`src/rtl/multicycle_main_fsm.sv`:
```
// Moore main control FSM for the multicycle RV32I core.
// It sequences instruction phases and drives datapath selects, enables and ALUOp.
module multicycle_main_fsm #(
    parameter bit MEM_WAIT_EN = 1'b1
) (
    input  logic       clk,
    input  logic       reset,
    input  logic [6:0] op,
    input  logic       mem_ready,
    output logic [1:0] ALUOp,
    output logic [1:0] ALUSrcA,
    output logic [1:0] ALUSrcB,
    output logic [1:0] ResultSrc,
    output logic       AdrSrc,
    output logic       IRWrite,
    output logic       PCUpdate,
    output logic       Branch,
    output logic       RegWrite,
    output logic       MemWrite,
    output logic       illegal_op,
    output logic [3:0] state
);

    typedef enum logic [3:0] {
        S_FETCH    = 4'd0,
        S_DECODE   = 4'd1,
        S_MEMADR   = 4'd2,
        S_MEMREAD  = 4'd3,
        S_MEMWB    = 4'd4,
        S_MEMWRITE = 4'd5,
        S_EXECUTER = 4'd6,
        S_EXECUTEI = 4'd7,
        S_ALUWB    = 4'd8,
        S_BEQ      = 4'd9,
        S_JAL      = 4'd10
    } state_t;

    localparam logic [6:0] OP_LW    = 7'b0000011;
    localparam logic [6:0] OP_SW    = 7'b0100011;
    localparam logic [6:0] OP_RTYPE = 7'b0110011;
    localparam logic [6:0] OP_ITYPE = 7'b0010011;
    localparam logic [6:0] OP_BEQ   = 7'b1100011;
    localparam logic [6:0] OP_JAL   = 7'b1101111;

    state_t state_q;
    state_t state_d;
    logic   mem_go;

    assign mem_go = MEM_WAIT_EN ? mem_ready : 1'b1;
    assign state  = state_q;

    always_ff @(posedge clk) begin
        if (reset) begin
            state_q <= S_FETCH;
        end else begin
            state_q <= state_d;
        end
    end

    always_comb begin
        state_d = S_FETCH;
        case (state_q)
            S_FETCH:    state_d = mem_go ? S_DECODE : S_FETCH;
            S_DECODE: begin
                case (op)
                    OP_LW, OP_SW: state_d = S_MEMADR;
                    OP_RTYPE:     state_d = S_EXECUTER;
                    OP_ITYPE:     state_d = S_EXECUTEI;
                    OP_BEQ:       state_d = S_BEQ;
                    OP_JAL:       state_d = S_JAL;
                    default:      state_d = S_FETCH;
                endcase
            end
            S_MEMADR:   state_d = (op == OP_LW) ? S_MEMREAD : S_MEMWRITE;
            S_MEMREAD:  state_d = mem_go ? S_MEMWB : S_MEMREAD;
            S_MEMWB:    state_d = S_FETCH;
            S_MEMWRITE: state_d = mem_go ? S_FETCH : S_MEMWRITE;
            S_EXECUTER: state_d = S_ALUWB;
            S_EXECUTEI: state_d = S_ALUWB;
            S_ALUWB:    state_d = S_FETCH;
            S_BEQ:      state_d = S_FETCH;
            S_JAL:      state_d = S_ALUWB;
            default:    state_d = S_FETCH;
        endcase
    end

    // Reset overrides the state decode so no write can leak out of an aborted access.
    always_comb begin
        ALUOp      = 2'b00;
        ALUSrcA    = 2'b00;
        ALUSrcB    = 2'b00;
        ResultSrc  = 2'b00;
        AdrSrc     = 1'b0;
        IRWrite    = 1'b0;
        PCUpdate   = 1'b0;
        Branch     = 1'b0;
        RegWrite   = 1'b0;
        MemWrite   = 1'b0;
        illegal_op = 1'b0;
        if (reset) begin
            ALUSrcB   = 2'b10;
            ResultSrc = 2'b10;
        end else begin
            case (state_q)
                S_FETCH: begin
                    ALUSrcB   = 2'b10;
                    ResultSrc = 2'b10;
                    IRWrite   = mem_go;
                    PCUpdate  = mem_go;
                end
                S_DECODE: begin
                    ALUSrcA = 2'b01;
                    ALUSrcB = 2'b01;
                    case (op)
                        OP_LW, OP_SW, OP_RTYPE, OP_ITYPE, OP_BEQ, OP_JAL: illegal_op = 1'b0;
                        default:                                          illegal_op = 1'b1;
                    endcase
                end
                S_MEMADR: begin
                    ALUSrcA = 2'b10;
                    ALUSrcB = 2'b01;
                end
                S_MEMREAD: begin
                    AdrSrc = 1'b1;
                end
                S_MEMWB: begin
                    ResultSrc = 2'b01;
                    RegWrite  = 1'b1;
                end
                S_MEMWRITE: begin
                    AdrSrc   = 1'b1;
                    MemWrite = mem_go;
                end
                S_EXECUTER: begin
                    ALUSrcA = 2'b10;
                    ALUOp   = 2'b10;
                end
                S_EXECUTEI: begin
                    ALUSrcA = 2'b10;
                    ALUSrcB = 2'b01;
                    ALUOp   = 2'b10;
                end
                S_ALUWB: begin
                    RegWrite = 1'b1;
                end
                S_BEQ: begin
                    ALUSrcA = 2'b10;
                    ALUOp   = 2'b01;
                    Branch  = 1'b1;
                end
                S_JAL: begin
                    ALUSrcA  = 2'b01;
                    ALUSrcB  = 2'b10;
                    PCUpdate = 1'b1;
                end
                default: begin
                    ALUOp = 2'b00;
                end
            endcase
        end
    end

endmodule

```
`config.mk`:
```
export PLATFORM = sky130hd
export DESIGN_NAME = multicycle_main_fsm
export DESIGN_NICKNAME = d
export VERILOG_FILES = /design/src/rtl/multicycle_main_fsm.sv
export SDC_FILE = /design/constraint.sdc
export NUM_CORES = 1
export LEC_CHECK = 0
export ABC_CLOCK_PERIOD_IN_PS = 1140
export BUFFER_PORTS_ARGS = -buffer_cell sky130_fd_sc_hd__buf_4
export CAP_MARGIN = 20
export CORE_MARGIN = 10
export CORE_UTILIZATION = 40
export CTS_CLUSTER_SIZE = 16
export DETAILED_ROUTE_END_ITERATION = 6
export PLACE_DENSITY = 0.8
export SLEW_MARGIN = 20
export SYNTH_ARGS = -nofsm -noshare
export SYNTH_HDL_FRONTEND = slang
export SYNTH_SLANG_ARGS = --single-unit
```
`constraint.sdc`:
```
create_clock -name clk -period 1.14 [get_ports clk]
set_input_delay 0.057 -clock clk [delete_from_list [all_inputs] [get_ports clk]]
set_output_delay 0.057 -clock clk [all_outputs]
set_load 0.01 [all_outputs]
```
==> results of run 1 <==
-- synth_stat cells (all sizes together), types with 3 or more instances --
cell type	count
nand3b	4
nand2b	4
buf	6
nor2	9
xnor2	3
nand2	5
nor4	4
a21oi	4
dfxtp	4
nor3b	3
-- through the flow --
stage / area (um2) / utilization [%] / hold slack, ns / worst slack, ns / std cells
3_3_place_gp: 947 / 71.0 / 0.354 / -0.113 / 133
3_5_place_dp: 947 / 71.0 / 0.368 / -0.156 / 133
4_1_cts: 1240 / 93.2 / 0.108 / -0.269 / 149
2_1_floorplan: 639 / - / 0.217 / -0.0935 / 78
-- what timing repair did --
item	CTS
setup buffers	13
resized for setup	44
setup endpoints to repair	19
pin swaps	18
-- logic make-up after synthesis --
kind of cell,after synthesis,synth area share [%]
AND/OR/NAND/NOR,43,48.7
AO/OA/AOI/OAI,17,20.7
buffers and inverters,8,7.33
XOR/XNOR,4,6.04
flip-flops,4,13.8
multiplexers,2,3.45
==> qor.yml, run 1 <==
run_status:
  outcome: "stopped before the end"
  haltStage: "global routing (5_1_grt)"
  firstError: "[ERROR DPL-0038] Utilization greater than 100%, impossible to legalize"
cts:
  ctsHoldBuffers: 0
  cts_num_sinks: 4
  htreeDepth: 1
  cts.path.max_buffers: 2
  clockRootBuffer: "clkbuf_4"
  cts_buffers: 3
logic_synthesis:
  async_reset_ff_share_pct: 0
  synth_edf_count: 0
  synth.cell_area_um2: 581
  ys_types: 36
  ys.warnings.count: 0
  synth_nets: 88
  ys_seq_elements: 4
  ys_seq_area_share_pct: 13.8
  ys_top_cells_by_area: "dfxtp_1 (14%), nor2_1 (5.8%), nand3b_1 (5.2%)"
  synthCells: 78
  synth_top_flop_cell: "dfxtp_1"
  synth.avg_cell_area_um2: 7.44
  yosysTopAreaCell: "dfxtp_1"
  synth.top_cell.area_share_pct: 13.8
placement:
  portBuffers: 28
  gp_congestion: 0.945
  dp_hpwl_um: 1800
floorplanning:
  die_h_um: 58.1
  die_width_um: 58.1
  rows: 13
  boundaryPins: 29
  start_util_pct: 43.5
global_route:
  grt_max_degree: 15
timing:
  endpoint_type: "output port"
  postGrtWorstEndpoint: "ALUSrcA[0]"
==> run 2, diff against run 1 <==
==> config.mk (replaced) <==
export PLATFORM = sky130hd
export DESIGN_NAME = multicycle_main_fsm
export DESIGN_NICKNAME = d
export VERILOG_FILES = /design/src/rtl/multicycle_main_fsm.sv
export SDC_FILE = /design/constraint.sdc
export NUM_CORES = 1
export LEC_CHECK = 0
export ABC_CLOCK_PERIOD_IN_PS = 1480
export BUFFER_PORTS_ARGS = -buffer_cell sky130_fd_sc_hd__buf_4
export CAP_MARGIN = 20
export CORE_AREA = 10 10 71 73
export DETAILED_ROUTE_END_ITERATION = 6
export DIE_AREA = 0 0 81 83
export PLACE_DENSITY_LB_ADDON = 0.15
export SLEW_MARGIN = 20
export SYNTH_ARGS = -nofsm -noshare
export SYNTH_HDL_FRONTEND = slang
export SYNTH_SLANG_ARGS = --single-unit
==> constraint.sdc (replaced) <==
create_clock -name clk -period 1.48 [get_ports clk]
set_input_delay 0.074 -clock clk [delete_from_list [all_inputs] [get_ports clk]]
set_output_delay 0.074 -clock clk [all_outputs]
set_load 0.01 [all_outputs]
==> run 2 against run 1 <==
Synthesized area unchanged. Synthesized cell count unchanged. The flow now finishes, with violations (setup timing).
==> qor.yml, run 2 <==
timing:
  fin_skew_ns: 0.00703
  maxSlewViolCount: 0
  relSlewSlack_pct: 75.5
  fin_hold_ws_ns: 0.162
  setup_ws_ns: -0.0152
  final.min_clock_period_ns: 1.50
  rsz0062_at_grt: "yes"
  finalHoldViolCount: 0
  setup_viol_count_final: 1
  fin_crit_sh_pct: 101
  fmax_mhz: 669
  tightest_slew_ns: 0.364
floorplanning:
  core_area_mm2: 0.00363
  die_h_um: 83  # was 58.1 um
  rows: 22  # was 13
  die-area_mm2: 0.00672
  boundaryPins: 29  # unchanged
  start_util_pct: 16.0  # was 43.5%
  die_width_um: 81  # was 58.1 um
logic_synthesis:
  ys_seq_elements: 4  # unchanged
  synth_nets: 88  # unchanged
  yosysTopAreaCell: "dfxtp_1"  # unchanged
  yosysMostFrequentCell: "nor2_1"  # unchanged
  synth.top_cell.area_share_pct: 13.8  # unchanged
  synthCells: 78  # unchanged
  ys_seq_area_share_pct: 13.8  # unchanged
  synth_top_flop_cell: "dfxtp_1"  # unchanged
  synth.avg_cell_area_um2: 7.44  # unchanged
  synth_edf_count: 0  # unchanged
  ys_types: 36  # unchanged
  ys.warnings.count: 0  # unchanged
  synth.cell_area_um2: 581  # unchanged
  ys_top_cells_by_area: "dfxtp_1 (14%), nor2_1 (5.8%), nand3b_1 (5.2%)"  # unchanged
  async_reset_ff_share_pct: 0  # unchanged
  synth_common_cells: "nor2_1 (9), nand2_1 (5)"  # unchanged
cts:
  cts_num_sinks: 4  # unchanged
  cts_tree: "done"
  clockRootBuffer: "clkbuf_8"  # was clkbuf_4
  cts_buffers: 3  # unchanged
  htreeDepth: 1  # unchanged
  ctsHoldBuffers: 0  # unchanged
  clk_pin_slew_ns: 0.04
  clock_latency_ns: 0.22
  cts.path.max_buffers: 2  # unchanged
layout:
  mostFrequentLayoutCell: "buf_4"
  mostFrequentLayoutCells: "buf_4 (38), nor2_1 (9), nand2_1 (5)"
  diodes: 0
  largest_register_ffs: 4
  area_growth_pct: 65.9
  layout.cells.non_filler: 160
  fin_util_pct: 26.5
  final.fill_count: 418
  multiInputGateArea_um2: 477
  postLayoutCellArea_um2: 963
  nets: 124
  seq_area_um2: 88.8
  final_layout_size_suffix_gt1_share_pct: 48.2
critical_path:
  slowest_delay_ns: 0.36
  cp.arrival_ns: 1.42
  crit_chain: "buf_4 -> nor3b_2 -> a21oi_1 -> nor4_1 -> buf_4"
  crit_path_max_fanout: 7
  cp-start-kind: "register"
  path_class: "reg2out"
  cp_common_cell: "buf_4"
  crit_slowest_cell: "dfxtp_4"
  cp.required_ns: 1.41
  end_kind: "output pin"
route:
  totalWireLength_um: 2140
  drc_errors: 0
  ant_nets: 0
  wl_per_cell_um: 13.4
  viasPerCell: 4.38
  vias: 700
  drtPass1Iterations: 4
  drtIter0Drc: 24
pwr:
  peakVddDrop_v: 0.000369
  p_per_area_mw_per_mm2: 481
  power_leakage_nw: 0.392
  total_power_mw: 0.463
placement:
  dp.cells: 154  # was 133
  placed_cell_area_um2: 875  # was 947 um2
  dp_hpwl_um: 1700  # was 1800 um
  gp_congestion: 0.784  # was 0.945
  portBuffers: 28  # unchanged
global_route:
  track_usage_pct: 6.11
  grt_pass1_vias: 701
  grt_pass1_wl_um: 3420
  antenna_found_initial: 0
  overflow: 0
  grt_max_degree: 14
run_status:
  outcome: "complete, but fails checks"  # was stopped before the end
  violations: "setup timing"
hold_path:
  min_path_type: "in2reg"
flow_run:
  cap_violations: 0
run 2: cell counts after synthesis:
Identical to the previous run, type by type.
run 2: cells by family after synthesis:
logic type,Yosys count,share of synthesized area [%]
and+or+nand+nor,43,48.7
DFF,4,13.8
muxes,2,3.45
xor gates and xnor gates,4,6.04
buffers and inverters,8,7.33
AOI/OAI and AO/OA,17,20.7
run 2: area by class of cell:
cell class                 instances  share of cell area, %
clock buffer                       3                   4.29
multi-input combinational         66                   49.5
sequential                         4                   9.22
tap                               48                   6.23
timing repair buffer              39                   30.8
run 2: per-stage QoR:
step | TNS, ns | setup WS, ns
after floorplan | 0 | 0.0233
after global placement | 0 | 0.126
after detailed placement | 0 | 0.104
after CTS | -0.0118 | -0.0118
after global routing | -0.214 | -0.118
final | -0.0152 | -0.0152
run 2: power by group:
part | internal, mW | leakage [nW] | switching (mW) | total (mW)
logic | 0.0594 | 0.336 | 0.0605 | 0.120
registers | 0.107 | 0.0346 | 0.00315 | 0.110
clock network | 0.174 | 0.0216 | 0.0592 | 0.233
run 2: worst max-delay path: cells and delay by family, from the launching register on:
| family | cells | cell delay, ns |
|---|---|---|
| AO/OA/AOI/OAI | 1 | 0.05 |
| flip-flops | 1 | 0.36 |
| AND/OR/NAND/NOR | 2 | 0.46 |
| buffers and inverters | 2 | 0.33 |
run 2: final timing paths:
kind | start | endpoint | slack (ns) | cells past startpoint
worst max-delay path | state[3] | PCUpdate | -0.02 | 5
worst min-delay path | reset | state[1] | 0.16 | 2
worst min register to register | state[1] | state[3] | 0.58 | 2
worst max register to register | state[0] | state[1] | 0.11 | 4
run 2: metal layers:
layer / vias to the layer above / GRT usage [%] / wire (um)
li1: 359 / - / -
met1: 323 / 6.78 / 884
met2: 16 / 10.3 / 1070
met3: 2 / 3.34 / 171
met4: 0 / 0.469 / 15
met5: - / 0 / 0
run 2: timing repair:
action                                  in CTS  in global routing
pin swaps                                    0                  2
endpoints found under the setup margin       4                 10
setup buffers                                0                  3
resized for setup                            4                  7
Note: power is estimated with default switching activity, not from simulation.
